**src/rtl/plru_state_array.sv**
```systemverilog
// Tree pseudo-LRU state store with a lookup port and a read-modify-write touch port.
// The optional init sweep is enabled by defining LRU_INIT_SWEEP_EN.
//
// Ports:
//   clk0, rst0       clock; synchronous active-high reset
//   ready            high when requests are accepted
//   csb0/addr0       lookup select (active-low) and set index
//   state0/victim0   PLRU bits and victim way of the last accepted lookup set
//   csb1/web1        touch select and write enable (both active-low for a touch)
//   addr1/way1       touch set index and way being marked most-recently-used
module plru_state_array #(
    parameter  int S_INDEX  = 4,
    parameter  int NUM_WAYS = 4,
    localparam int WAY_IDX  = $clog2(NUM_WAYS),
    localparam int WIDTH    = NUM_WAYS - 1
) (
    input  logic               clk0,
    input  logic               rst0,
    output logic               ready,
    input  logic               csb0,
    input  logic [S_INDEX-1:0] addr0,
    output logic [WIDTH-1:0]   state0,
    output logic [WAY_IDX-1:0] victim0,
    input  logic               csb1,
    input  logic               web1,
    input  logic [S_INDEX-1:0] addr1,
    input  logic [WAY_IDX-1:0] way1
);

    localparam int NUM_SETS = 2 ** S_INDEX;

    // Heap-ordered tree, padded to NUM_WAYS bits so a WAY_IDX-bit
    // node number indexes it exactly. Each visited node points away
    // from the touched way.
    function automatic logic [WIDTH-1:0] plru_touch(
        input logic [WIDTH-1:0]   st,
        input logic [WAY_IDX-1:0] way
    );
        logic [NUM_WAYS-1:0] tree;
        logic [WAY_IDX-1:0]  node;
        logic [WAY_IDX-1:0]  w;
        logic                b;
        tree = {1'b0, st};
        node = '0;
        w    = way;
        for (int l = 0; l < WAY_IDX; l++) begin
            b          = w[WAY_IDX-1];
            tree[node] = ~b;
            node       = (node << 1) + WAY_IDX'(1) + WAY_IDX'(b);
            w          = w << 1;
        end
        return tree[WIDTH-1:0];
    endfunction

    function automatic logic [WAY_IDX-1:0] plru_victim(
        input logic [WIDTH-1:0] st
    );
        logic [NUM_WAYS-1:0] tree;
        logic [WAY_IDX-1:0]  node;
        logic [WAY_IDX-1:0]  v;
        logic                b;
        tree = {1'b0, st};
        node = '0;
        v    = '0;
        for (int l = 0; l < WAY_IDX; l++) begin
            b    = tree[node];
            v    = (v << 1) | WAY_IDX'(b);
            node = (node << 1) + WAY_IDX'(1) + WAY_IDX'(b);
        end
        return v;
    endfunction

    logic [WIDTH-1:0]   mem_q [NUM_SETS];
    logic [S_INDEX-1:0] addr0_q;
    logic [S_INDEX-1:0] addr1_q;
    logic [WAY_IDX-1:0] way1_q;
    logic               pend_q;

    logic               run;
    logic               acc0;
    logic               acc1;
    logic [WIDTH-1:0]   upd;
    logic [WIDTH-1:0]   st_out;
    logic               we;
    logic [S_INDEX-1:0] wa;
    logic [WIDTH-1:0]   wd;

    assign ready = run;
    assign acc0  = run & ~csb0;
    assign acc1  = run & ~csb1 & ~web1;

    // Back-to-back touches need no bypass: the write lands at the same
    // edge that captures the next touch, so its read sees the commit.
    assign upd = plru_touch(mem_q[addr1_q], way1_q);

    always_ff @(posedge clk0) begin
        if (rst0) begin
            addr0_q <= '0;
            addr1_q <= '0;
            way1_q  <= '0;
            pend_q  <= 1'b0;
        end else begin
            if (acc0) addr0_q <= addr0;
            if (acc1) begin
                addr1_q <= addr1;
                way1_q  <= way1;
            end
            pend_q <= acc1;
        end
    end

    // A lookup of the set being updated returns the in-flight value.
    always_comb begin
        st_out = mem_q[addr0_q];
        if (pend_q && (addr0_q == addr1_q)) st_out = upd;
        if (!run) st_out = '0;
    end

    assign state0  = st_out;
    assign victim0 = plru_victim(st_out);

`ifdef LRU_INIT_SWEEP_EN
    localparam logic [0:0] ST_INIT = 1'b0;
    localparam logic [0:0] ST_RUN  = 1'b1;

    logic [0:0]         fsm_q;
    logic [0:0]         fsm_d;
    logic [S_INDEX-1:0] cnt_q;
    logic [S_INDEX-1:0] cnt_d;

    always_comb begin
        fsm_d = fsm_q;
        cnt_d = cnt_q;
        if (fsm_q == ST_INIT) begin
            cnt_d = cnt_q + S_INDEX'(1);
            if (cnt_q == S_INDEX'(NUM_SETS - 1)) fsm_d = ST_RUN;
        end
    end

    always_ff @(posedge clk0) begin
        if (rst0) begin
            fsm_q <= ST_INIT;
            cnt_q <= '0;
        end else begin
            fsm_q <= fsm_d;
            cnt_q <= cnt_d;
        end
    end

    assign run = (fsm_q == ST_RUN);
    // Reset suppresses the write so a pending touch is dropped.
    assign we  = ~rst0 & (~run | pend_q);
    assign wa  = run ? addr1_q : cnt_q;
    assign wd  = run ? upd : '0;

    // No reset on the storage so it can map onto a single-port RAM.
    always_ff @(posedge clk0) begin
        if (we) mem_q[wa] <= wd;
    end
`else
    assign run = 1'b1;
    assign we  = pend_q;
    assign wa  = addr1_q;
    assign wd  = upd;

    always_ff @(posedge clk0) begin
        if (rst0) begin
            for (int s = 0; s < NUM_SETS; s++) mem_q[s] <= '0;
        end else if (we) begin
            mem_q[wa] <= wd;
        end
    end
`endif

endmodule

```
**config.mk**
```make
export PLATFORM = sky130hd
export DESIGN_NAME = plru_state_array
export DESIGN_NICKNAME = d
export VERILOG_FILES = /design/src/rtl/plru_state_array.sv
export SDC_FILE = /design/constraint.sdc
export NUM_CORES = 1
export LEC_CHECK = 0
export ABC_AREA = 0
export CORE_UTILIZATION = 40
export DETAILED_ROUTE_END_ITERATION = 7
export SLEW_MARGIN = 5
export SYNTH_ARGS = -nofsm -noshare
export SYNTH_HDL_FRONTEND = slang
export SYNTH_SLANG_ARGS = --single-unit
```
**constraint.sdc**
```tcl
create_clock -name clk0 -period 2.9 [get_ports clk0]
set_clock_uncertainty 0.2 [all_clocks]
set_input_delay 0.58 -clock clk0 [delete_from_list [all_inputs] [get_ports clk0]]
set_output_delay 0.58 -clock clk0 [all_outputs]
set_load 0.05 [all_outputs]
```
==> key figures, run 1 <==
Cells and area
  • Growth of design area from synthesis to finish: 19.4%
  • Share of post-route cells with drive strength above 1: between 20 and 30%
  • Fill cells: 712
  • ANT cells: 0
  • Post-layout net count: 310

Drt
  • Routed wirelength normalized by instance count: 19.5 um
  • Routed via count divided by cell count: 5.37
  • Vias post-DR: 2160
  • Number of remaining DRC errors: 0
  • Detailed Route WL: 7.85 mm
  • Number of DRC markers in iteration 0: 146
  • Antenna Violating Nets Remaining: 0
  • First-pass iteration count of the detailed router: 4

Clocking
  • CTS H-tree depth: 3
  • Number of sinks on the clock net: 67
  • Cts hold-fix bufs: 0
  • Later-pin clock latency in the skew report: 0.34 ns
  • Clock tree from TritonCTS: done
  • Clock-pin slew of the registers on the worst-case setup and hold paths: 0.07 ns
  • Maximum number of buffers from clock root to sink: 2
  • Buffer type at the clock tree root: clkbuf_8
  • Number of CTS-inserted buffers: 9

Critical path
  • Register-to-register setup slack: ~0.28 ns
  • Largest fanout on the critical path: 2
  • R2R cell count: 8
  • Critical R2R Launch: mem_q[5][2]
  • Critical path required time: 2.12 ns
  • Worst r2r dst: mem_q[8][2]
  • Data arrival at the endpoint of the critical path: 2.25 ns
  • CP Launch Type: register
  • Crit end category: output port
  • Crit Path Category: reg -> out

GRT
  • Total congestion overflow after global routing: 0
  • Overall routing resource usage: 20.1%
  • Number of global-route vias before repair: 2222
  • First-pass GRT wire length: 12.3 mm
  • Initial antenna violation count: 0
  • Largest net degree at the start of global routing: 21

Pwr
  • Power share of the sequential group: 50.4%
  • Power share of the combinational group: 15.4%
  • Clock network fraction of design power: 34.1%
  • Internal cell power: roughly 1.6 mW
  • Net switching power of the design: 552 uW
  • Static leakage: 1.50 nW
  • Switching power as a share of total power: approximately a quarter
  • Worst IR drop on VDD: 198 uV
  • Power Density: 557 nW/um2

Hold path
  • Critical hold path startpoint: addr0_q[1]
  • Depth of the worst hold-timing path: 2
  • Hold Path Class: reg -> reg

Timing
  • Total Negative Setup Slacks: -0.329 ns
  • Number of setup violations in the final report: 3
  • Max Freq: 330 MHz
  • Number of pins with negative max-slew slack in the final report: 0
  • Tmin final: 3.03 ns
  • Tcrit/Tclk final: 104%
  • RSZ-0062 raised after global routing: yes
  • Endpoints failing hold: 0
  • Worst Slack Setup Final: -0.130 ns

Floorplan
  • Number of placement rows: 32
  • Top Ports: 21
  • Initial cell density of the core: 42.0%
  • Die boundary width: slightly above 90 um
  • Placeable core region: 7810 um2
  • Vert. Die Dim: 92.5 um
  • Die Footprint: 8560 um2

Logic synthesis
  • Share of synthesized registers carrying an async set or reset: 0%
  • Cell type contributing the most total cell area after synthesis: edfxtp_1
  • Yosys top cell area share: a little over two fifths
  • Synthesized netlist cell count: 264
  • Number of synthesized flops with an enable pin: 48
  • Cell area after synthesis: 3280 um2
  • FF+latch count, synth: 67
  • Number of distinct library cells after synthesis: 35
  • Sequential element share of the synthesized area: 55.6%
  • Biggest area contributors in the synthesized netlist: edfxtp_1, dfxtp_1, mux4_2
  • Yosys warning count: 0
  • Main flop type after synthesis: edfxtp_1
  • Mean area per synthesized cell: about 12 um2
  • Post-synth net total: 279

Job
  • Total of max-cap violations: 0

Run status
  • Result of the run: finished, violations left
  • Violated checks: setup timing

Place
  • Post-DP HPWL: 5.80 mm
  • Number of input and output port buffers inserted: 19
  • Routability congestion estimate from global placement: 0.937
  • Worst slack at placement: about 0.084 ns
## metrics by stage
step	hold WS (ns)	util, %	cell area (um2)	power, mW	cells
3_3_place_gp	0.348	46.6	3640	1.44	382
5_1_grt	0.392	50.1	3910	2.26	402
3_5_place_dp	0.362	46.6	3640	1.44	382
4_1_cts	0.375	49.5	3870	2.19	400
6_report	0.374	50.1	3910	2.18	402
2_1_floorplan	0.268	-	3300	1.32	264
## synth_stat cells, types with 2 or more instances
cell type,instances
o21ai_0,7
buf_2,3
a31oi_1,2
clkbuf_1,11
buf_6,3
mux2_2,4
nor2b_1,5
nor4bb_1,2
xor2_1,3
mux2i_1,18
a21oi_1,6
a221oi_2,2
buf_4,3
mux4_1,2
a21o_1,2
nand2b_1,17
dfxtp_1,19
a2bb2oi_1,2
edfxtp_1,48
mux4_2,15
nor2_2,3
a221oi_1,2
nand3_1,4
nor2_1,52
nand2_1,19
## power by group through the flow
stage	combinational, mW	clock, mW	sequential [mW]
finish	0.337	0.744	1.10
global placement	0.316	0	1.12
CTS	0.327	0.761	1.10
global route	0.359	0.800	1.10
detailed placement	0.317	0	1.12
floorplan	0.224	0	1.09
## how the worst max path moves through the flow
stage,depth (start not counted),start,slack [ns],to
floorplan,5,addr1_q[1],-0.05,state0[1]
global placement,6,register,0.11,victim0[0]
detailed placement,6,register,0.08,victim0[0]
CTS,6,mem_q[5][2],-0.14,state0[2]
global route,6,register,-0.23,state0[2]
finish,6,mem_q[5][2],-0.13,state0[2]
## routing by layer
layer / GRT usage [%] / share of wire, %
met5: 0 / 0
met4: 9.51 / 1.2
met3: 3.86 / 4.8
met2: 32.2 / 50
met1: 26.3 / 44
## critical path, cell delays in order (launching register included)
cell and delay [ns]:
edfxtp_1 0.43, mux4_2 0.48, mux2_4 0.29, a221oi_4 0.28
a21o_1 0.15, mux2i_1 0.08, buf_4 0.20
## layout make-up
cell class | count | area [um2] | area share (%)
Sequential cell | 67 | 1840 | 46.9
Clock buffer | 15 | 186 | 4.76
Inverter | 1 | 3.75 | 0.0959
Clock inverter | 1 | 5.00 | 0.128
Multi-Input combinational cell | 175 | 1360 | 34.7
Timing Repair Buffer | 41 | 395 | 10.1
Tap cell | 102 | 128 | 3.26
## what timing repair did
item                       in CTS  in global routing
pin swaps                       2                  1
gates resized for setup        13                  7
setup endpoints to repair       5                  5
setup buffers                   2                  2
## cells by family (layout without fill, tap and decap cells)
| kind of cell | count (synthesis) | after routing | share of synthesized area, % |
|---|---|---|---|
| DFF | 67 | 67 | 55.6 |
| AOI/OAI and AO/OA | 24 | 24 | 5.04 |
| muxes | 39 | 39 | 18.8 |
| buffers and inverters | 22 | 58 | 4.16 |
| xor gates and xnor gates | 4 | 4 | 1.07 |
| other | 1 | 1 | 0.114 |
| and+or+nand+nor | 107 | 107 | 15.2 |
## placed cells by master, fill, tap and decap left out, drive strengths merged, types with 5 or more instances in the layout
cell type / count
a21oi: 6
buf: 27
clkbuf: 15
clkdlybuf4s50: 14
dfxtp: 19
edfxtp: 48
mux2i: 18
mux4: 17
nand2: 19
nand2b: 17
nor2: 55
nor2b: 5
o21ai: 7
Power figures use the tool's default switching activity.
==> inputs of run 2 (changes only) <==
Settings changed: SLEW_MARGIN 5 to 10.
==> results of run 2 <==
Same layout as run 1: the final DEF is identical, and so are final timing and power.
